### config.mk
export PLATFORM = sky130hd
export DESIGN_NAME = tmr_vote_monitor
export DESIGN_NICKNAME = d
export VERILOG_FILES = /design/src/rtl/tmr_pkg.sv /design/src/rtl/tmr_majority3.sv /design/src/rtl/tmr_vote_monitor.sv
export SDC_FILE = /design/constraint.sdc
export NUM_CORES = 1
export LEC_CHECK = 0
export CAP_MARGIN = 20
export CORE_ASPECT_RATIO = 0.8
export CORE_MARGIN = 2
export CORE_UTILIZATION = 57
export CTS_CLUSTER_SIZE = 10
export DETAILED_ROUTE_END_ITERATION = 7
export PLACE_DENSITY = 0.9
export SETUP_SLACK_MARGIN = 0.5
export SYNTH_ARGS = -nofsm -noshare
export SYNTH_HDL_FRONTEND = slang
export SYNTH_SLANG_ARGS = --single-unit
### constraint.sdc
create_clock -name clk -period 3.2 [get_ports clk]
set_clock_uncertainty 0.1 [all_clocks]
set_input_delay 0.96 -clock clk [delete_from_list [all_inputs] [get_ports clk]]
set_output_delay 0.96 -clock clk [all_outputs]
set_load 0.005 [all_outputs]
### src/rtl/tmr_pkg.sv
// Shared definitions for the TMR vote monitor: health-state encodings and the
// saturation limit helper for the mismatch counter.
package tmr_pkg;

    typedef enum logic [1:0] {
        ST_OK      = 2'b00,
        ST_SUSPECT = 2'b01,
        ST_FAILED  = 2'b10
    } tmr_state_e;

    // Streak counters only need to reach thresholds of at most 255.
    localparam int unsigned STREAK_W = 8;

    function automatic logic [31:0] cnt_sat(input int unsigned width);
        if (width >= 32) begin
            return '1;
        end
        return (32'd1 << width) - 32'd1;
    endfunction

endpackage

### src/rtl/tmr_majority3.sv
// Purely combinational per-bit 2-of-3 majority of three equal-width lanes.
module tmr_majority3 #(
    parameter int unsigned LANE_W = 1
) (
    input  logic [LANE_W-1:0] a_i,
    input  logic [LANE_W-1:0] b_i,
    input  logic [LANE_W-1:0] c_i,
    output logic [LANE_W-1:0] maj_o
);

    assign maj_o = (a_i & b_i) | (a_i & c_i) | (b_i & c_i);

endmodule

### src/rtl/tmr_vote_monitor.sv
// Votes the three replicated lanes, flags disagreeing lanes and tracks a
// saturating mismatch count plus an OK/SUSPECT/FAILED health state.
module tmr_vote_monitor
    import tmr_pkg::*;
#(
    parameter int unsigned LANE_W         = 1,
    parameter int unsigned CNT_W          = 8,
    parameter int unsigned FAIL_THRESH    = 4,
    parameter int unsigned RECOVER_CYCLES = 8
) (
    input  logic                  clk,
    input  logic                  rst,
    input  logic [3*LANE_W-1:0]   q_in,
    input  logic                  valid_in,
    input  logic                  clr,
    output logic [LANE_W-1:0]     voted,
    output logic                  voted_valid,
    output logic [2:0]            lane_err,
    output logic                  mismatch,
    output logic [CNT_W-1:0]      mismatch_count,
    output logic [1:0]            state
);

    localparam logic [CNT_W-1:0]    CntMax  = CNT_W'(cnt_sat(CNT_W));
    localparam logic [STREAK_W-1:0] FailThr = STREAK_W'(FAIL_THRESH);
    localparam logic [STREAK_W-1:0] RecThr  = STREAK_W'(RECOVER_CYCLES);

    logic [LANE_W-1:0] lane0, lane1, lane2, maj;
    logic [2:0]        lane_err_now;
    logic              any_err;

    assign lane0 = q_in[0*LANE_W +: LANE_W];
    assign lane1 = q_in[1*LANE_W +: LANE_W];
    assign lane2 = q_in[2*LANE_W +: LANE_W];

    tmr_majority3 #(
        .LANE_W (LANE_W)
    ) u_majority (
        .a_i   (lane0),
        .b_i   (lane1),
        .c_i   (lane2),
        .maj_o (maj)
    );

    assign lane_err_now = {lane2 != maj, lane1 != maj, lane0 != maj};
    assign any_err      = |lane_err_now;

    logic [LANE_W-1:0] voted_q, voted_d;
    logic              voted_valid_q, voted_valid_d;
    logic [2:0]        lane_err_q, lane_err_d;
    logic              mismatch_q, mismatch_d;

    always_comb begin
        voted_d       = valid_in ? maj : voted_q;
        lane_err_d    = valid_in ? lane_err_now : lane_err_q;
        mismatch_d    = valid_in ? any_err : mismatch_q;
        voted_valid_d = valid_in;
    end

    always_ff @(posedge clk) begin
        if (rst) begin
            voted_q       <= '0;
            voted_valid_q <= 1'b0;
            lane_err_q    <= '0;
            mismatch_q    <= 1'b0;
        end else begin
            voted_q       <= voted_d;
            voted_valid_q <= voted_valid_d;
            lane_err_q    <= lane_err_d;
            mismatch_q    <= mismatch_d;
        end
    end

    tmr_state_e           state_q, state_d;
    logic [STREAK_W-1:0]  fail_streak_q, fail_streak_d;
    logic [STREAK_W-1:0]  clean_streak_q, clean_streak_d;
    logic [CNT_W-1:0]     cnt_q, cnt_d;
    logic [STREAK_W-1:0]  fail_inc, clean_inc;

    assign fail_inc  = fail_streak_q + 1'b1;
    assign clean_inc = clean_streak_q + 1'b1;

    always_ff @(posedge clk) begin
        if (rst) begin
            state_q        <= ST_OK;
            fail_streak_q  <= '0;
            clean_streak_q <= '0;
            cnt_q          <= '0;
        end else begin
            state_q        <= state_d;
            fail_streak_q  <= fail_streak_d;
            clean_streak_q <= clean_streak_d;
            cnt_q          <= cnt_d;
        end
    end

    // clr beats a simultaneous valid sample: that sample is not counted.
    always_comb begin
        state_d        = state_q;
        fail_streak_d  = fail_streak_q;
        clean_streak_d = clean_streak_q;
        cnt_d          = cnt_q;
        if (clr) begin
            state_d        = ST_OK;
            fail_streak_d  = '0;
            clean_streak_d = '0;
            cnt_d          = '0;
        end else if (valid_in) begin
            if (any_err && (cnt_q != CntMax)) begin
                cnt_d = cnt_q + 1'b1;
            end
            case (state_q)
                ST_OK: begin
                    if (any_err) begin
                        fail_streak_d  = STREAK_W'(1);
                        clean_streak_d = '0;
                        state_d        = (FailThr == STREAK_W'(1)) ? ST_FAILED : ST_SUSPECT;
                    end
                end
                ST_SUSPECT: begin
                    if (any_err) begin
                        fail_streak_d  = fail_inc;
                        clean_streak_d = '0;
                        if (fail_inc >= FailThr) begin
                            state_d = ST_FAILED;
                        end
                    end else begin
                        fail_streak_d  = '0;
                        clean_streak_d = clean_inc;
                        if (clean_inc >= RecThr) begin
                            state_d        = ST_OK;
                            clean_streak_d = '0;
                        end
                    end
                end
                default: ;
            endcase
        end
    end

    always_comb begin
        voted          = voted_q;
        voted_valid    = voted_valid_q;
        lane_err       = lane_err_q;
        mismatch       = mismatch_q;
        mismatch_count = cnt_q;
        state          = state_q;
    end

endmodule

## Word-level counts from Yosys, hierarchy flattened

Index checks and enable logic that the tools add are counted.

- Register bits: 32
- Word-level logic and storage cells: 46

- $add $sub $neg: 3
- Magnitude comparators: 2
- Eq/ne operators: 8
- Mux-type cells: 12
- Bitwise operators: 5
- Reduce and logical (&&, ||, !) cells: 8

Operator list:

| kind | number |
|---|---|
| 8-bit two-way mux | 5 |
| 8-bit case mux with 2 select lines | 2 |
| 8-bit by 1-bit adder with 8-bit output (second input constant) | 3 |
| 8-bit by 3-bit >= comparator with 1-bit output (second input constant) | 1 |
| 8-bit by 4-bit >= comparator with 1-bit output (second input constant) | 1 |
| 2-bit two-way mux | 4 |
| 8-bit inequality test (second input constant) | 1 |
| 3-bit inequality test (second input constant) | 2 |
| 5-bit AND reduction | 1 |
| 2-bit case mux with 2 select lines | 1 |
| 1-bit bitwise AND | 3 |
| 1-bit inequality test | 3 |
| 3-bit AND reduction | 1 |
| 3-bit OR reduction | 1 |
| 2-bit by 1-bit equality test with 1-bit output (second input constant) | 1 |
| 2-bit zero test | 1 |
| 2-bit inequality test (second input constant) | 1 |
| 1-bit bitwise OR | 2 |
| 2-bit AND reduction | 1 |
| 2-bit nonzero test | 1 |
| 2-bit OR reduction | 1 |
| 1-bit logical AND | 1 |

## Logic depth before layout (Yosys ltp)

Gate-level depths: netlist (run 1).

- Depth in word-level cells: 7
- Gate-level depth with buffers: 7

## Cells and area by module

Synthesis (run 1) repeated with hierarchy kept, for this count alone.

- Cells, all modules: 187
- Area total of the unflattened synthesis: 1632.8 um^2

Modules (own cells, without submodules):

| module | instances | cells an instance | area each (um^2) | seq. area each (um^2) |
|---|---|---|---|---|
| tmr_vote_monitor | 1 | 186 | 1621.6 | 640.6 |
| tmr_majority3 | 1 | 1 | 11.3 | 0.0 |

## Worst setup path after synthesis (run 1)

OpenSTA, ideal clock, no wires.

- Path kind: input-to-reg
- From: in q_in[0]
- To: reg state_q[0], in the netlist state[0]
- Setup time: 0.119 ns
- Arrival time: 1.947 ns
- Data required time: 2.981 ns
- Path slack: 1.034 ns
- Stages on the path: 5
- Buffers on the path: 1
- Path through: buf_6 or3_4 nand3_1 nor2_1 o221a_2

- Longest elaborated chain between the ends: 7
- Elaborated cells on any way between the ends: 14
- Classes of those cells: eq/ne: 6; mux: 2; bitwise: 4; reduce/logical: 2

Ends and longest elaborated chain:

| what | line | RTL |
|---|---|---|
| start, declared | tmr_vote_monitor.sv:13 | `input logic [3*LANE_W-1:0] q_in,` |
| 1-bit bitwise AND | tmr_majority3.sv:11 | `assign maj_o = (a_i & b_i) \| (a_i & c_i) \| (b_i & c_i);` |
| 1-bit bitwise OR (2 in series) | tmr_majority3.sv:11 |  |
| 1-bit inequality test | tmr_vote_monitor.sv:45 | `assign lane_err_now = {lane2 != maj, lane1 != maj, lane0 != maj};` |
| 3-bit OR reduction (*) | tmr_vote_monitor.sv:46 | `assign any_err = \|lane_err_now;` |
| 3-bit inequality test (no source line), or another cell as far along | - |  |
| 5-bit AND reduction (no source line) or 2-bit case mux with 2 select lines (tied branches) | - |  |
| end signal, assigned | tmr_vote_monitor.sv:90 | `state_q <= state_d;` |
| end, declared | tmr_vote_monitor.sv:74 | `tmr_state_e state_q, state_d;` |

Mark *: on every way between the ends. The rest lies on a longest branch, timed or not.
A chain may end at the register's enable or synchronous reset.

## Final worst setup path (run 1)

- From: in q_in[1]
- To: reg state_q[0], in the netlist state[0]

The elaborated chain is that of the path after synthesis.

==> impl_metrics.tcl, run 1 <==
set metrics [dict create \
    synthCells 187 \
    start_kind "input pin" \
    die_area_mm2 0.003293 \
    nFillCells 221 \
    start_util_pct 59.14 \
    rows 17 \
    fp.coreArea_mm2 0.002744 \
    synth-edff-count 0 \
    die_w_um 63.66 \
    seqPwrFrac_pct 56.1 \
    cts.htree.levels 2 \
    maxSlewViolCount 0 \
    intPower_uw 547.2 \
    rsz0062_at_grt "no" \
    drt-total-wl_um 3727 \
    powerDensity_mw_per_mm2 377.7 \
    p_clk_share_pct 32.7 \
    switching_share_pct 25.44 \
    die_h_um 51.73 \
    antenna_cells 0 \
    yosysWarnings 0 \
    syn_area_mm2 0.001623 \
    grt.overflow.total 0 \
    layout.nets 223 \
    outcome "finished clean" \
    drv_cap 0 \
    cts_buffers 5 \
    fin_ws_ps 697.4 \
    cp.required_ps 3320 \
    insertion_delay_ps 330 \
    max_freq_mhz 399.6 \
    switchingPower_uw 186.7 \
    p_leak_uw 0.0006762 \
    vias 1503 \
    gp_congestion 0.8104 \
    async_reset_ff_share_pct 0 \
    ant_nets 0 \
    max_slew.worst_pin.slew_ps 481.3 \
    cts.sinks 32 \
    syn_area_per_cell_um2 8.678 \
    setup_tns_ps 0 \
    clockRootBuffer "clkbuf_4" \
    pwr-share-comb_pct 11.2 \
    period_needed_ps 2503 \
    tritoncts "built" \
    syn2layout_area_growth_pct 19.74 \
    drive_above_1_share_pct 11.21 \
    ys_ff_latch 32 \
    io_buffers 22 \
    criticalPathCategory "in -> reg" \
    cp_max_fo 9 \
    hold_buffers 0 \
    period_share_pct 78.21 \
    hold_violations 0 \
    dr.pass1.iters 4 \
    io_pins 23 \
    syn_nets 197 \
    grt_pass1_wl_um 6430 \
    setup_viol 0 \
    preCtsSetupSlack_ps 153.4 \
    vias_per_cell 5.964 \
    worstSetupEndpointType "flop" \
    antenna_found_initial 0 \
    drt-wirelength-per-cell_um 14.79 \
    hpwl_um 2712 \
    ys.flop_type "dfxtp_1" \
    drcViolationCount 0 \
    grt_max_degree 21 \
    grt_use_total_pct 25.12 \
    clk_pin_slew_ps 90 \
    ir_worst_vdd_v 0.0003398 \
    clockBufferDepth 2 \
    first_iter_violations 127 \
    grt_pass1_vias 1437 \
    seq_area_frac_synth_pct 39.48 \
    hold_path.class "reg -> reg" \
    worstPathArrival_ps 2630 \
    max_slew_margin_pct 67.79 \
    ys_types 44 \
]
synth_stat cells, types with 4 or more instances:
cell type	instances	area, um2
dfxtp_1	32	640.6
nor2_1	23	86.33
a21oi_1	14	70.07
nand3_1	12	60.06
nand2_1	10	37.54
o21ai_0	9	45.04
and3_1	8	50.05
xnor2_1	6	52.55
or3_1	5	31.28
a311oi_1	4	35.03
nor3_1	4	20.02
nor4_1	4	25.02
per-stage QoR:
step                hold slack [ps]  instances  area (um2)  power [uW]  util [%]
finish                        377.2        252        1943       733.8     70.82
global route                  428.6        252        1943       767.2     70.82
CTS                           386.7        252        1933       735.4     70.45
detailed placement            373.5        244        1872       500.7     68.22
global placement              357.9        244        1872       496.4     68.22
floorplan                     357.6        187        1623       468.4         -
registers in the layout, summed over array words and instances (netlist names):
register        count
lane_err            3
mismatch_count      8
fail_streak_q       8
clean_streak_q      8
voted_valid         1
voted               1
mismatch            1
state               2
power by group through the flow:
stage                     Clock, uW  Combinational, uW  Sequential [uW]
after floorplan                   0               48.4              420
final                           240               82.2              412
after detailed placement          0               80.6              420
after global placement            0               76.8              420
after global routing            263               91.5              413
after CTS                       243               80.9              411
cells by family after synthesis:
logic type      Yosys count  share of synthesized area (%)
xor+xnor                  6                          3.238
simple gates             96                          35.39
buf+inv                   8                          3.238
fa+ha+maj                 3                          2.313
compound gates           42                          16.35
flops                    32                          39.48
routing by layer:
layer,global-route usage [%],share of wire (%)
met1,30.62,45
met2,41.40,50
met3,6.061,4.1
met4,13.77,1.3
met5,0,0
cell usage in the layout, fill, tap and decap left out, types with 2 or more instances in the layout:
cell type        netlist  layout
o22ai_1                2       2
nand2b_1               2       2
clkdlybuf4s50_1        0      21
or4_1                  3       3
dfxtp_1               32      32
clkinv_2               0       2
nor2b_1                3       3
nor3_1                 4       4
clkbuf_4               0       5
or3b_2                 2       2
or3b_1                 2       2
nor4b_2                2       2
a31oi_1                3       3
ha_1                   3       3
nand3_1               12      12
buf_4                  2       4
a21oi_1               14      14
nor4_1                 4       4
and3_1                 8       8
o21a_1                 2       2
and2b_1                2       2
o21ai_0                9       9
a311oi_1               4       4
nand2_1               10      10
or3_1                  5       5
nand4_1                3       3
nor2_1                23      23
a211oi_1               2       2
nand3b_1               3       3
xnor2_1                6       6
layout make-up:
class | count | area, um2 | area share (%)
Clock buffer | 6 | 51.30 | 2.640
Multi-Input combinational cell | 147 | 937.1 | 48.23
Clock inverter | 2 | 10.01 | 0.5151
Inverter | 1 | 3.754 | 0.1932
Sequential cell | 32 | 640.6 | 32.97
Timing Repair Buffer | 26 | 252.7 | 13.01
Tap cell | 38 | 47.55 | 2.447
final timing paths:
path	startpoint	end	slack, ps	cells after the start
max	q_in[1]	state[0]	700	6
min	mismatch	mismatch	380	2
max reg2reg	fail_streak_q[0]	state[1]	1250	6
min reg2reg	mismatch	mismatch	380	2
worst max-delay path, cell delays in order:
cell             delay, ps
clkdlybuf4s50_1        480
buf_4                  200
or3_4                  380
nand3_1                260
nor2_1                  90
o221a_2                260
repair_timing:
| item | CTS | global route |
|---|---|---|
| endpoints found under the setup margin | 0 | 16 |
| setup buffers | 0 | 0 |
| gates resized for setup | 0 | 2 |
(Power assumes the default switching activity.)
==> inputs of run 2 (changes only) <==
Settings changed: CORE_UTILIZATION 57 to 48, PLACE_DENSITY 0.9 to 0.81.
Clock period 3.2 ns to 2.1 ns, I/O delays scaled along.
==> run 2 against run 1 <==
  * Register-to-register slack got worse by 880 ps
  * Sequential share of layout area shrank 6.9 points
  * Critical path depth is the same
  * Final cell count grew 17%
  * Worst hold slack better by 14 ps
  * Combinational power up 140%
  * Non-clock buffer count grew 41
  * Core utilization grew 11 points
  * Total power grew 90%
  * Cell area up 33%
  * Flip-flop and latch count unchanged
  * Sequential power grew 51%
==> impl_metrics.tcl, run 2 (synthesis gave the netlist of run 1 again) <==
set metrics [dict create \
    clockBufferDepth 2 \
    die_h_um 56.01 \
    start_kind "input pin" \
    antenna_cells 0 \
    cp_max_fo 5 \
    grt.overflow.total 0 \
    powerDensity_mw_per_mm2 540.1 \
    ant_nets 0 \
    vias 1805 \
    fp.coreArea_mm2 0.003153 \
    switching_share_pct 24.03 \
    cp.required_ps 2160 \
    die_area_mm2 0.003865 \
    multiInputGateArea_mm2 0.001175 \
    hold_buffers 0 \
    seqPwrFrac_pct 44.5 \
    layout.nets 265 \
    worstSetupEndpointType "flop" \
    final_common_cell "buf_4" \
    placed_area_mm2 0.002027 \
    place_inst 260 \
    first_iter_violations 149 \
    insertion_delay_ps 280 \
    clockRootBuffer "clkbuf_8" \
    grt_pass1_vias 1596 \
    maxSlewViolCount 0 \
    ff_latch_area_um2 671.9 \
    pwr-share-comb_pct 13.9 \
    intPower_uw 1059 \
    drt-wirelength-per-cell_um 18.14 \
    drcViolationCount 0 \
    p_leak_uw 0.0009569 \
    drv_cap 0 \
    grt_use_total_pct 22.38 \
    setup_viol 0 \
    drive_above_1_share_pct 44.14 \
    die_w_um 69.01 \
    vias_per_cell 6.098 \
    max_slew.worst_pin.slew_ps 344.1 \
    p_clk_share_pct 41.6 \
    cp_top_family "simple AND/OR/NAND/NOR gates" \
    critPathBufInv 2 \
    grt_max_degree 18 \
    gp_congestion 0.7881 \
    clk_pin_slew_ps 70 \
    cts.htree.levels 2 \
    io_pins 23 \
    antenna_found_initial 0 \
    dr.pass1.iters 4 \
    switchingPower_uw 334.9 \
    mostFrequentLayoutCells "buf_4, nor2_1, dfxtp_1, clkdlybuf4s15_1, a21oi_1" \
    cts_buffers 5 \
    worstPathArrival_ps 1840 \
    cp_cell_sequence "clkdlybuf4s15_2 -> buf_4 -> nand3_4 -> nor4_2 -> xnor2_1 -> nor2_1" \
    period_needed_ps 1781 \
    final_cell_area_mm2 0.002581 \
    period_share_pct 84.83 \
    hpwl_um 2632 \
    rsz0062_at_grt "yes" \
    io_buffers 22 \
    criticalPathCategory "in -> reg" \
    nFillCells 172 \
    fin_util_pct 81.87 \
    cts.sinks 32 \
    slowest_stage "nor4_2" \
    grt_pass1_wl_um 7231 \
    fin_cells 296 \
    outcome "finished clean" \
    hold_path.class "reg -> reg" \
    drt-total-wl_um 5369 \
    max_freq_mhz 561.4 \
    start_util_pct 51.47 \
    rows 18 \
    max_slew_margin_pct 76.85 \
    ir_worst_vdd_v 0.0004542 \
    hold_violations 0 \
    tritoncts "built" \
    syn2layout_area_growth_pct 59.06 \
    slowest_delay_ps 410 \
]
[run 2: cell count changes in the layout (fill, tap and decap cells not counted), moves of 4 or more]
cell	change
buf_4	+37
clkdlybuf4s50_1	-21
clkbuf_4	-5
buf_6	+5
clkbuf_8	+4
clkdlybuf4s15_1	+14
nand3_1	-5
nand3_4	+4
dfxtp_4	+5
dfxtp_1	-15
dfxtp_2	+10
[run 2: tightest hold or removal path, delay by kind of cell (launching register included)]
kind	cells	cell delay, ps
simple gates	1	60
compound gates	1	50
flops	1	350
[run 2: stage by stage]
| step | TNS [ps] | setup slack (ps) | total power [uW] | hold slack (ps) |
|---|---|---|---|---|
| 4_1_cts | 0 | 404.3 | 1362 | 375.0 |
| 6_report | 0 | 318.7 | 1394 | 390.9 |
| 2_1_floorplan | 0 | 339.0 | 727.3 | 357.6 |
| 3_5_place_dp | -5742 | -328.3 | 792.2 | 365.7 |
| 5_1_grt | 0 | 277.2 | 1439 | 405.2 |
| 3_3_place_gp | -4590 | -298.1 | 788.4 | 358.0 |
[run 2: power groups by stage]
| stage | Combinational (uW) | Sequential, uW | Clock, uW |
|---|---|---|---|
| finish | 194 | 621 | 580 |
| floorplan | 87.0 | 640 | 0 |
| global route | 207 | 621 | 611 |
| global placement | 148 | 640 | 0 |
| CTS | 167 | 619 | 576 |
| detailed placement | 152 | 641 | 0 |
[run 2: path summary, 6_finish.rpt]
kind	endpoint	depth (start not counted)	slack, ps	from
hold reg to reg	clean_streak_q[0]	2	390	clean_streak_q[0]
setup / recovery	mismatch_count[7]	6	320	valid_in
hold / removal	clean_streak_q[0]	2	390	clean_streak_q[0]
setup reg to reg	fail_streak_q[5]	5	370	state[0]
[run 2: what timing repair did]
item / CTS / global route
pin swaps: 14 / 22
hold endpoints to repair: 0 / 0
buffers inserted: 13 / 14
gates cloned: 1 / 0
resized for setup: 77 / 38
endpoints found under the setup margin: 47 / 32
[run 2: metal layers]
metal / track usage, % / wire [um] / vias to the layer above
li1: - / - / 837
met5: 0 / 0 / -
met2: 37.09 / 2763 / 76
met4: 6.443 / 87 / 0
met3: 4.891 / 322 / 8
met1: 29.30 / 2195 / 884
[run 2: cell type report]
type                    instances  area share (%)
clock buffers                   6           2.811
clock inverters                 2           1.357
inverters                       1          0.1454
multi-input cells             148           45.52
flip-flops and latches         32           26.03
well taps                      40           1.939
repair buffers                 67           22.20
